$ cat config.mk
export PLATFORM = sky130hd
export DESIGN_NAME = avl_copy_master
export DESIGN_NICKNAME = d
export VERILOG_FILES = /design/src/rtl/vga_avl_pkg.sv /design/src/rtl/avl_copy_latency_ctr.sv /design/src/rtl/avl_copy_master.sv
export SDC_FILE = /design/constraint.sdc
export NUM_CORES = 1
export LEC_CHECK = 0
export ABC_AREA = 0
export BUFFER_PORTS_ARGS = -buffer_cell sky130_fd_sc_hd__buf_2
export CAP_MARGIN = 20
export CORE_AREA = 2 2 118 120
export DETAILED_ROUTE_END_ITERATION = 8
export DIE_AREA = 0 0 120 122
export HOLD_SLACK_MARGIN = 0.1
export MAX_ROUTING_LAYER = met4
export PLACE_DENSITY = 0.54
export SLEW_MARGIN = 0
export SYNTH_ARGS = -nofsm -noshare
export SYNTH_HDL_FRONTEND = slang
export SYNTH_SLANG_ARGS = --single-unit
$ cat constraint.sdc
create_clock -name CLK -period 7.9 [get_ports CLK]
set_input_delay 1.185 -clock CLK [delete_from_list [all_inputs] [get_ports CLK]]
set_output_delay 1.185 -clock CLK [all_outputs]
set_load 0.02 [all_outputs]
$ cat src/rtl/vga_avl_pkg.sv
// Shared definitions for the VGA text/tank slave and the Avalon copy master that feeds it.
package vga_avl_pkg;

  localparam int unsigned DEFAULT_ADDR_W = 12;

  // Word addresses in the VGA slave register map.
  localparam int unsigned PALETTE_BASE  = 2048;
  localparam int unsigned CTRL_REG      = 2056;
  localparam int unsigned WALL_POS_BASE = 2067;
  localparam int unsigned VRAM_WORDS    = 1200;

  localparam int unsigned LAT_CNT_W   = 2;
  localparam logic [3:0]  BYTE_EN_ALL = 4'hF;

  typedef enum logic [2:0] {
    CopyIdle,
    CopyRdReq,
    CopyRdWait,
    CopyWrReq,
    CopyFinish
  } copy_state_t;

endpackage

$ cat src/rtl/avl_copy_latency_ctr.sv
// Load/decrement counter that times the fixed slave read latency after a read is accepted.
module avl_copy_latency_ctr #(
  parameter int unsigned CNT_W = 2
) (
  input  logic             CLK,
  input  logic             RESET,
  input  logic             load,
  input  logic [CNT_W-1:0] load_val,
  input  logic             dec,
  output logic             expired
);

  logic [CNT_W-1:0] cnt_q, cnt_d;

  always_comb begin
    cnt_d = cnt_q;
    if (load) begin
      cnt_d = load_val;
    end else if (dec && (cnt_q != '0)) begin
      cnt_d = cnt_q - CNT_W'(1);
    end
  end

  always_ff @(posedge CLK) begin
    if (RESET) begin
      cnt_q <= '0;
    end else begin
      cnt_q <= cnt_d;
    end
  end

  // High in the final wait cycle, which is the cycle the read data is valid on the bus.
  assign expired = (cnt_q <= CNT_W'(1));

endmodule

$ cat src/rtl/avl_copy_master.sv
// Avalon-MM master copying a block of 32-bit words between two slave word addresses,
// one read followed by one write per word, in ascending address order.
module avl_copy_master
  import vga_avl_pkg::*;
#(
  parameter int unsigned ADDR_W       = DEFAULT_ADDR_W,
  parameter int unsigned READ_LATENCY = 1
) (
  input  logic              CLK,
  input  logic              RESET,
  input  logic              start,
  input  logic [ADDR_W-1:0] src_base,
  input  logic [ADDR_W-1:0] dst_base,
  input  logic [ADDR_W-1:0] length,
  output logic              busy,
  output logic              done,
  output logic [ADDR_W-1:0] words_done,
  output logic [ADDR_W-1:0] AVL_M_ADDR,
  output logic              AVL_M_READ,
  output logic              AVL_M_WRITE,
  output logic [3:0]        AVL_M_BYTE_EN,
  output logic [31:0]       AVL_M_WRITEDATA,
  input  logic [31:0]       AVL_M_READDATA,
  input  logic              AVL_M_WAITREQUEST
);

  copy_state_t       state_q, state_d;
  logic [ADDR_W-1:0] src_q, src_d;
  logic [ADDR_W-1:0] dst_q, dst_d;
  logic [ADDR_W-1:0] len_q, len_d;
  logic [ADDR_W-1:0] idx_q, idx_d;
  logic [31:0]       buf_q, buf_d;

  logic lat_load;
  logic lat_dec;
  logic lat_expired;

  avl_copy_latency_ctr #(
    .CNT_W (LAT_CNT_W)
  ) u_lat_ctr (
    .CLK      (CLK),
    .RESET    (RESET),
    .load     (lat_load),
    .load_val (LAT_CNT_W'(READ_LATENCY)),
    .dec      (lat_dec),
    .expired  (lat_expired)
  );

  always_comb begin
    state_d         = state_q;
    src_d           = src_q;
    dst_d           = dst_q;
    len_d           = len_q;
    idx_d           = idx_q;
    buf_d           = buf_q;
    lat_load        = 1'b0;
    lat_dec         = 1'b0;
    busy            = 1'b1;
    done            = 1'b0;
    AVL_M_READ      = 1'b0;
    AVL_M_WRITE     = 1'b0;
    AVL_M_ADDR      = '0;
    AVL_M_WRITEDATA = '0;

    unique case (state_q)
      CopyIdle: begin
        busy = 1'b0;
        if (start) begin
          src_d   = src_base;
          dst_d   = dst_base;
          len_d   = length;
          idx_d   = '0;
          state_d = (length == '0) ? CopyFinish : CopyRdReq;
        end
      end

      CopyRdReq: begin
        AVL_M_READ = 1'b1;
        AVL_M_ADDR = src_q + idx_q;
        if (!AVL_M_WAITREQUEST) begin
          if (READ_LATENCY == 0) begin
            buf_d   = AVL_M_READDATA;
            state_d = CopyWrReq;
          end else begin
            lat_load = 1'b1;
            state_d  = CopyRdWait;
          end
        end
      end

      CopyRdWait: begin
        lat_dec = 1'b1;
        if (lat_expired) begin
          buf_d   = AVL_M_READDATA;
          state_d = CopyWrReq;
        end
      end

      CopyWrReq: begin
        AVL_M_WRITE     = 1'b1;
        AVL_M_ADDR      = dst_q + idx_q;
        AVL_M_WRITEDATA = buf_q;
        if (!AVL_M_WAITREQUEST) begin
          idx_d   = idx_q + ADDR_W'(1);
          state_d = (idx_d == len_q) ? CopyFinish : CopyRdReq;
        end
      end

      CopyFinish: begin
        done    = 1'b1;
        state_d = CopyIdle;
      end

      default: begin
        state_d = CopyIdle;
      end
    endcase
  end

  always_ff @(posedge CLK) begin
    if (RESET) begin
      state_q <= CopyIdle;
      src_q   <= '0;
      dst_q   <= '0;
      len_q   <= '0;
      idx_q   <= '0;
      buf_q   <= '0;
    end else begin
      state_q <= state_d;
      src_q   <= src_d;
      dst_q   <= dst_d;
      len_q   <= len_d;
      idx_q   <= idx_d;
      buf_q   <= buf_d;
    end
  end

  // The word index doubles as the completed-word count: it only advances on write acceptance.
  assign words_done    = idx_q;
  assign AVL_M_BYTE_EN = BYTE_EN_ALL;

endmodule

==> flow_summary.toml, run 1 <==
[run_status]
status = "finished clean"

[synth]
yosysWarnings = 0
area_contributors_post_synth = "sky130_fd_sc_hd__dfxtp_1 (37%), sky130_fd_sc_hd__nand2_1 (12%), sky130_fd_sc_hd__a21oi_1 (9.5%)"
post-synth-top-area-cell = "sky130_fd_sc_hd__dfxtp_1"
synth_cell_types = 56
dominantRegCellSynth = "sky130_fd_sc_hd__dfxtp_1"
synth_seq_area_share_pct = 37.0
synth_enable_flop_cells = 0
synthArstFlopShare_pct = 0
avgSynthCellArea_um2 = 7.67
post_synth_inst_count = 600
post-synth-top-count-cell = "sky130_fd_sc_hd__nand2_1"
area_of_the_mapped_netlist_um2 = 4600
synthTopCellsByCount = "sky130_fd_sc_hd__nand2_1 (149), sky130_fd_sc_hd__a21oi_1 (87), sky130_fd_sc_hd__dfxtp_1 (85), sky130_fd_sc_hd__and2_1 (34), sky130_fd_sc_hd__nor2_1 (29)"
postSynthRegisterBits = 85
synth.top_cell.area_share_pct = 37.0

[finish]
antenna_cells = 0
area_of_combinational_cells_with_multiple_inputs_um2 = 2650
synth_to_layout_area_growth_pct = 22.9
layout-drive-gt1-share_pct = 25.0
ff_latch_area_um2 = 1700
fillers = 1442
num-nets-final = 795
instances_no_fill = 893

[timing]
rsz_0062_raised_after_global_routing = "false"
setup_total_negative_slack_ns = 0
setup_viol = 0
report.final.hold_viol_count = 0
worst_slew_pin_slew_ns = 0.919
final.setup_skew_ns = 0.0101
slew-limit-headroom_pct = 38.7
report.final.slew_viol_count = 0
min_period_over_period_pct = 67.4
layout_min_cycle_time_ns = 5.33
fmax_mhz = 188

[detailed_routing]
vias = 4370
drt_first_iter_violations = 291
route.antenna.remaining_nets = 0
dr.pass1.iters = 5
wl_per_cell_um = 13.8
routed_wirelength_um = 12300
drcViolationCount = 0
vias_per_cell = 4.89

[power_and_ir_drop]
ir_worst_vdd_mv = 0.0838
power.density_cell_area_nw_per_um2 = 194
power.static_leakage_uw = 0.00249

[clock_network]
cts_repair_resize_count = 0
cts_setup_buffers = 0
number_of_clock_sinks = 85
cts_inserted_buffers = 9
tritoncts = "built"
postCtsHoldBufs = 0
cts.clk_slew.worst_paths_ns = 0.06
root_buffer = "sky130_fd_sc_hd__clkbuf_16"
clk-insertion-delay-late_ns = 0.35
ctsHtreeMaxLevel = 3
cts_buffer_depth = 2

[critical_path]
timing.critical_path.slowest_stage_cell = "sky130_fd_sc_hd__and3b_1"
crit_start = "state_q[1]"
crit_path_end_kind = "output port"
cp_top_family = "compound AO/OA/AOI/OAI gates"
crit_fanout = 25
cp_cell_sequence = "and3b_1 > mux2_2 > ha_1 > inv_1 > fa_1 > nor2b_1 > o21a_1 > o21ai_1 > a21oi_1 > o41ai_2 > mux2i_1 > buf_2"
critical_path.startpoint_type = "flip-flop"
worst-setup-path-type = "reg2out"
critical_path.reg2reg.startpoint = "state_q[1]"
worst-endpoint-arrival_ns = 4.14
timing.critical_path.slowest_cell_delay_ns = 0.84
cp.buffers_inverters = 2
timing.critical_path.required_ns = 6.71

[flow_run]
maxCapViolCount = 0

[global_routing]
grt_start_max_net_pins = 85
grt_pass1_vias = 3971
total_global_routing_track_utilization_pct = 17.3
grt_antenna_before_repair = 0
gr-total-overflow = 0
grt_pass1_wl_um = 19400

[die]
design.core.area_um2 = 13500
design.portCount = 136
dieArea_um2 = 14600
start_util_pct = 34.1
fp.dieH_um = 122
rows = 43
x_dimension_of_the_die_um = 120

[place]
hpwl_um = 8840
placed_cells = 876
io_buffers = 131
place_congestion = 0.863

[hold_path]
hold_path.startpoint = "buf_q[9]"
holdCritPathClass = "reg2reg"
-- through the flow --
stage / power (µW) / setup WS [ns] / instance area, µm² / util (%) / hold slack, ns
6_report: 1100 / 2.57 / 5650 / 41.9 / 0.450
4_1_cts: 1110 / 2.59 / 5630 / 41.7 / 0.453
5_1_grt: 1150 / 2.30 / 5650 / 41.9 / 0.471
2_1_floorplan: 590 / 3.79 / 4610 / - / 0.432
3_3_place_gp: 636 / 3.14 / 5300 / 39.2 / 0.438
3_5_place_dp: 640 / 2.99 / 5300 / 39.2 / 0.445
-- worst register-to-register path, stage by stage, from the launching register on --
cell and delay [ns]:
sky130_fd_sc_hd__dfxtp_1 0.57, sky130_fd_sc_hd__and3b_1 0.84, sky130_fd_sc_hd__buf_4 0.40, sky130_fd_sc_hd__nand2b_1 0.34, sky130_fd_sc_hd__nand2_1 0.34, sky130_fd_sc_hd__o21ai_0 0.15, sky130_fd_sc_hd__a21oi_1 0.19, sky130_fd_sc_hd__nor2_1 0.05
-- cells in the final DEF (no fill, tap or decap), types with 9 or more instances in the layout --
cell	Yosys	final
sky130_fd_sc_hd__buf_2	12	131
sky130_fd_sc_hd__dfxtp_1	85	85
sky130_fd_sc_hd__ha_1	14	14
sky130_fd_sc_hd__o21ai_0	13	13
sky130_fd_sc_hd__mux2_2	11	11
sky130_fd_sc_hd__nand2_1	149	149
sky130_fd_sc_hd__nand2b_1	10	10
sky130_fd_sc_hd__a21oi_1	87	87
sky130_fd_sc_hd__nor3_1	13	12
sky130_fd_sc_hd__clkbuf_16	0	9
sky130_fd_sc_hd__and2_1	34	34
sky130_fd_sc_hd__nor2_1	29	29
sky130_fd_sc_hd__xor2_1	9	9
sky130_fd_sc_hd__inv_1	9	9
-- cell type report --
| cell class | count | area share, % |
|---|---|---|
| sequential | 85 | 30.1 |
| clock buffer | 12 | 4.54 |
| multi-input combinational | 466 | 46.8 |
| clock inverter | 4 | 1.24 |
| tap | 180 | 3.98 |
| timing repair buffer | 137 | 12.7 |
| inverter | 9 | 0.597 |
-- path summary, 6_finish.rpt --
| path | cells after the start | slack (ns) | endpoint |
|---|---|---|---|
| setup / recovery | 12 | 2.57 | AVL_M_ADDR[10] |
| hold / removal | 2 | 0.45 | buf_q[9] |
| setup reg to reg | 7 | 4.86 | words_done[6] |
| hold reg to reg | 2 | 0.45 | buf_q[9] |
-- sequential cells by signal, summed over array words and instances, names as in the netlist --
name and flops:
buf_q 32, len_q 12, src_q 12, state_q 3, dst_q 12, words_done 12, u_lat_ctr.cnt_q 2
-- power breakdown --
group | switching, µW | internal (µW) | total (µW)
Sequential | 17.3 | 454 | 472
Clock | 172 | 293 | 465
Combinational | 97.7 | 63.1 | 161
-- cell families after synthesis --
logic type | count (synthesis) | synth area share, %
adder cells (fa/ha/maj) | 15 | 4.24
multiplexers | 16 | 3.78
other | 1 | 0.0815
buffers and inverters | 52 | 5.87
flip-flops | 85 | 37.0
AO/OA/AOI/OAI | 132 | 16.3
XOR/XNOR | 19 | 4.11
AND/OR/NAND/NOR | 280 | 28.6
-- layer usage --
layer	GRT usage, %	wire length, µm
met5	-	0
met4	7.94	281
met3	2.95	542
met2	25.2	5380
met1	23.3	6100
(Power assumes the default switching activity.)
==> inputs of run 2 (changes only) <==
Settings changed: PLACE_DENSITY 0.54 to 0.56.
Clock period 7.9 ns to 4.36 ns, I/O delays scaled along.
==> flow_summary.toml, run 2 (synthesis gave the netlist of run 1 again) <==
[run_status]
status = "finished clean"

[die]
fp.dieH_um = 122
dieArea_um2 = 14600
design.portCount = 136
start_util_pct = 34.1
design.core.area_um2 = 13500
x_dimension_of_the_die_um = 120
rows = 43

[hold_path]
min_delay_path_depth = 2
holdCritPathClass = "reg2reg"
hold_path_end = "buf_q[9]"
hold_path.startpoint = "buf_q[9]"

[critical_path]
critical_path.reg2reg.startpoint = "state_q[1]"
worst-setup-path-type = "reg2out"
crit_fanout = 10
cp_cell_sequence = "and3b_2 > mux2_2 > ha_1 > inv_1 > fa_1 > nor2b_1 > o21a_1 > o21ai_1 > a21oi_1 > o41ai_2 > mux2i_1 > buf_2"
timing.critical_path.slowest_cell_delay_ns = 0.55
critical_path.startpoint_type = "flip-flop"
worst-endpoint-arrival_ns = 3.49
r2r_slack_ns = 1.92
timing.critical_path.slowest_stage_cell = "sky130_fd_sc_hd__dfxtp_1"
timing.critical_path.required_ns = 3.71
crit_path_end_kind = "output port"
reg2regPathDepth = 6
r2r_end = "words_done[8]"

[clock_network]
cts_buffer_depth = 2
root_buffer = "sky130_fd_sc_hd__clkbuf_16"
tritoncts = "built"
clk-insertion-delay-late_ns = 0.34
cts_inserted_buffers = 9
cts.clk_slew.worst_paths_ns = 0.06
postCtsHoldBufs = 0
ctsHtreeMaxLevel = 3
number_of_clock_sinks = 85

[finish]
area_of_combinational_cells_with_multiple_inputs_um2 = 2650
layout_common_cells = "sky130_fd_sc_hd__nand2_1 (149), sky130_fd_sc_hd__buf_2 (131), sky130_fd_sc_hd__a21oi_1 (87)"
stdcell_area_um2 = 5650
antenna_cells = 0
max_flop_register = "buf_q"
ff_latch_area_um2 = 1700
fillers = 1390
layout-drive-gt1-share_pct = 25.5
layout.cells.most_common = "sky130_fd_sc_hd__nand2_1"
num-nets-final = 796
largest_reg_flops = 32
synth_to_layout_area_growth_pct = 22.7

[timing]
worst_slew_pin_slew_ns = 0.817
layout_min_cycle_time_ns = 4.14
setup_total_negative_slack_ns = 0
min_period_over_period_pct = 95.0
report.final.slew_viol_count = 0
rsz_0062_raised_after_global_routing = "false"
slew-limit-headroom_pct = 45.5
report.final.hold_viol_count = 0
setup_viol = 0
fmax_mhz = 241
final.setup_skew_ns = 0.00791

[power_and_ir_drop]
power_frac_clock_pct = 40.7
power.share.combinational_pct = 15.1
ir_worst_vdd_mv = 0.150
seqPwrFrac_pct = 44.2
internal_power_uw = 1400
net-switching-power_uw = 532
design_power_total_uw = 1930
power.static_leakage_uw = 0.00248
power.density_cell_area_nw_per_um2 = 343
switching_share_pct = 27.5

[global_routing]
grt_pass1_vias = 4255
total_global_routing_track_utilization_pct = 17.6
gr-total-overflow = 0
grt_pass1_wl_um = 20200
grt_antenna_before_repair = 0
grt_start_max_net_pins = 58

[detailed_routing]
route.antenna.remaining_nets = 0
routed_wirelength_um = 12500
drcViolationCount = 0
drt_first_iter_violations = 235
vias = 4389
wl_per_cell_um = 14.0
dr.pass1.iters = 5
vias_per_cell = 4.91

[place]
io_buffers = 131
detailed_place.area_um2 = 5310
place_congestion = 0.842
hpwl_um = 9290

[flow_run]
maxCapViolCount = 0
-- run 2: final cells by class --
cell class / instances / area share [%]
clock buffers: 10 / 4.23
clock inverters: 6 / 1.22
inverters: 9 / 0.598
multi-input cells: 466 / 46.9
flip-flops and latches: 85 / 30.2
well taps: 180 / 3.99
repair buffers: 138 / 12.9
-- run 2: worst max path at each step --
stage / slack (ns) / to / cells after the start / from
detailed placement: 0.46 / AVL_M_ADDR[8] / 12 / state_q[0]
CTS: 0.09 / AVL_M_ADDR[8] / 12 / state_q[0]
finish: 0.22 / AVL_M_ADDR[10] / 12 / state_q[1]
global route: 0.01 / AVL_M_ADDR[10] / 12 / state_q[1]
global placement: 0.60 / AVL_M_ADDR[10] / 12 / state_q[0]
floorplan: 0.78 / AVL_M_ADDR[9] / 12 / state_q[1]
-- run 2: timing repair --
action | in CTS | in global routing
setup endpoints to repair | 0 | 4
resized for setup | 0 | 2
buffers inserted | 0 | 0
-- run 2: worst max-delay path, delay by kind of cell (launching register included) --
kind	cells	cell delay, ns
multiplexers	2	0.59
adder cells (fa/ha/maj)	2	0.37
flip-flops	1	0.55
AND/OR/NAND/NOR	2	0.48
AO/OA/AOI/OAI	4	0.88
buffers and inverters	2	0.28
-- run 2: metal layers --
metal	track usage, %	vias up	part of all wire [%]
met5	-	-	0
met4	7.72	0	2.1
met3	3.46	22	4.1
met2	27.7	116	46
met1	22.1	2012	47
li1	-	2239	-
-- run 2: metrics by stage --
step	hold slack (ns)	util, %	instances	worst slack (ns)
floorplan	0.432	-	603	0.783
global placement	0.437	39.3	877	0.598
detailed placement	0.444	39.3	877	0.462
CTS	0.453	41.6	893	0.0897
global route	0.465	41.8	894	0.0109
finish	0.450	41.8	894	0.218
-- run 2: power by group through the flow --
| stage | logic [µW] | registers, µW | clock network, µW |
|---|---|---|---|
| after floorplan | 210 | 859 | 0 |
| after global placement | 282 | 870 | 0 |
| after detailed placement | 289 | 872 | 0 |
| after CTS | 290 | 855 | 806 |
| after global routing | 332 | 861 | 839 |
| final | 292 | 855 | 787 |
==> inputs of run 3 (changes only) <==
Settings changed: CORE_AREA 2 2 118 120 to 2 2 127 129, DIE_AREA 0 0 120 122 to 0 0 129 131, PLACE_DENSITY 0.56 to 0.5, RECOVER_POWER from default to 100.
==> flow_summary.toml, run 3 (synthesis gave the netlist of run 1 again) <==
[power_and_ir_drop]
power.share.combinational_pct = 15.2
switching_share_pct = 27.3
net-switching-power_uw = 522
power.density_cell_area_nw_per_um2 = 342
internal_power_uw = 1390
ir_worst_vdd_mv = 0.165
power.static_leakage_uw = 0.00226
power_frac_clock_pct = 40.1
seqPwrFrac_pct = 44.7

[place]
io_buffers = 131
hpwl_um = 9510
place_congestion = 0.862

[critical_path]
timing.critical_path.required_ns = 3.71
timing.critical_path.slowest_stage_cell = "sky130_fd_sc_hd__dfxtp_2"
timing.critical_path.slowest_cell_delay_ns = 0.45
critical_path.startpoint_type = "flip-flop"
worst-endpoint-arrival_ns = 3.44
worst-setup-path-type = "reg2out"
cp_top_family = "compound AO/OA/AOI/OAI gates"
crit_path_end_kind = "output port"
cp.buffers_inverters = 2
crit_fanout = 25
cp_cell_sequence = "and3b_2 > buf_4 > mux2_2 > ha_1 > o21a_1 > o21ai_1 > a21oi_1 > o41ai_2 > mux2i_1 > clkbuf_1"

[timing]
report.final.slew_viol_count = 84
slew-limit-headroom_pct = -17.5
setup_viol = 0
rsz_0062_raised_after_global_routing = "false"
setup_total_negative_slack_ns = 0
final.setup_skew_ns = 0.00750
fmax_mhz = 244
worst_slew_pin_slew_ns = 1.76
report.final.hold_viol_count = 0
holdWs_ns = 0.449
min_period_over_period_pct = 93.9
layout_min_cycle_time_ns = 4.09

[global_routing]
gr-usage-met2_pct = 24.3
grt_antenna_before_repair = 0
grt_start_max_net_pins = 84
grt_pass1_vias = 4073
grt_pass1_wl_um = 20600
gr-total-overflow = 0
grt_most_used_layer = "met2"
grtUsageMet3_pct = 3.05
total_global_routing_track_utilization_pct = 16.2
groute.layer.met1.usage_pct = 21.3

[clock_network]
tritoncts = "built"
number_of_clock_sinks = 85
cts_buffer_depth = 2
cts_inserted_buffers = 9
cts.clk_slew.worst_paths_ns = 0.06
ctsHtreeMaxLevel = 3
root_buffer = "sky130_fd_sc_hd__clkbuf_16"
clk-insertion-delay-late_ns = 0.34
cts_setup_buffers = 0

[detailed_routing]
drt_first_iter_violations = 271
routed_wirelength_um = 13300
drcViolationCount = 0
dr.pass1.iters = 4
vias_per_cell = 4.72
vias = 4385
wl_per_cell_um = 14.3
route.antenna.remaining_nets = 0

[finish]
layout_common_cells = "sky130_fd_sc_hd__nand2_1 (149), sky130_fd_sc_hd__a21oi_1 (87), sky130_fd_sc_hd__buf_2 (87)"
max_flop_register = "buf_q"
antenna_cells = 0
layout.cells.most_common = "sky130_fd_sc_hd__nand2_1"
synth_to_layout_area_growth_pct = 21.6
layout-drive-gt1-share_pct = 18.9
largest_reg_flops = 32
num-nets-final = 796

[die]
x_dimension_of_the_die_um = 129
rows = 46
fp.dieH_um = 131
design.portCount = 136
dieArea_um2 = 16900
design.core.area_um2 = 15600
start_util_pct = 29.5

[run_status]
failed_checks = "capacitance limit, slew limit"
status = "complete, but fails checks"

[hold_path]
holdCritPathClass = "reg2reg"

[flow_run]
maxCapViolCount = 1
run 3: metrics by stage:
stage | util, % | cell area [µm²] | cells | setup slack, ns | total power [µW]
CTS | 36.2 | 5650 | 929 | 0.134 | 1950
detailed placement | 34.3 | 5350 | 913 | 0.528 | 1160
global placement | 34.3 | 5350 | 913 | 0.608 | 1160
finish | 35.9 | 5590 | 930 | 0.265 | 1910
global route | 35.9 | 5590 | 930 | 0.0385 | 2020
floorplan | - | 4610 | 603 | 0.783 | 1070
run 3: what timing repair did:
action | in CTS | in global routing
resized for setup | 0 | 2
endpoints found under the hold margin | 0 | 0
setup endpoints to repair | 0 | 3
hold buffers | 0 | 0
run 3: worst paths after layout:
kind	end	startpoint	slack, ns	depth (start not counted)
worst min-delay path	buf_q[6]	buf_q[6]	0.45	2
worst max register to register	words_done[10]	state_q[0]	1.53	7
worst max-delay path	AVL_M_ADDR[10]	state_q[0]	0.27	10
worst min register to register	buf_q[6]	buf_q[6]	0.45	2
run 3: per-layer routing:
| layer | wire length (µm) | vias to the layer above |
|---|---|---|
| met2 | 6130 | 122 |
| met3 | 761 | 16 |
| met1 | 6170 | 2010 |
| met5 | 0 | - |
| li1 | - | 2237 |
| met4 | 232 | 0 |
run 3: cell type report:
type	count	area [µm²]
Clock buffer	12	246
Sequential cell	85	1700
Multi-Input combinational cell	466	2640
Timing Repair Buffer	138	656
Inverter	9	33.8
Tap cell	216	270
Fill cell	1728	10000
Clock inverter	4	47.5
run 3: worst register-to-register path, cell delays in order (launching register included):
cell	delay, ns
sky130_fd_sc_hd__dfxtp_2	0.45
sky130_fd_sc_hd__and3b_2	0.30
sky130_fd_sc_hd__clkbuf_1	0.65
sky130_fd_sc_hd__nand2b_1	0.49
sky130_fd_sc_hd__nand2_1	0.39
sky130_fd_sc_hd__o21ai_0	0.15
sky130_fd_sc_hd__a21oi_1	0.17
sky130_fd_sc_hd__nor2_1	0.05
run 3: power groups by stage:
stage	Sequential (µW)	Clock (µW)	Combinational, µW
after floorplan	859	0	210
after global placement	871	0	288
after detailed placement	872	0	292
after CTS	855	802	294
after global routing	861	826	328
final	855	768	290
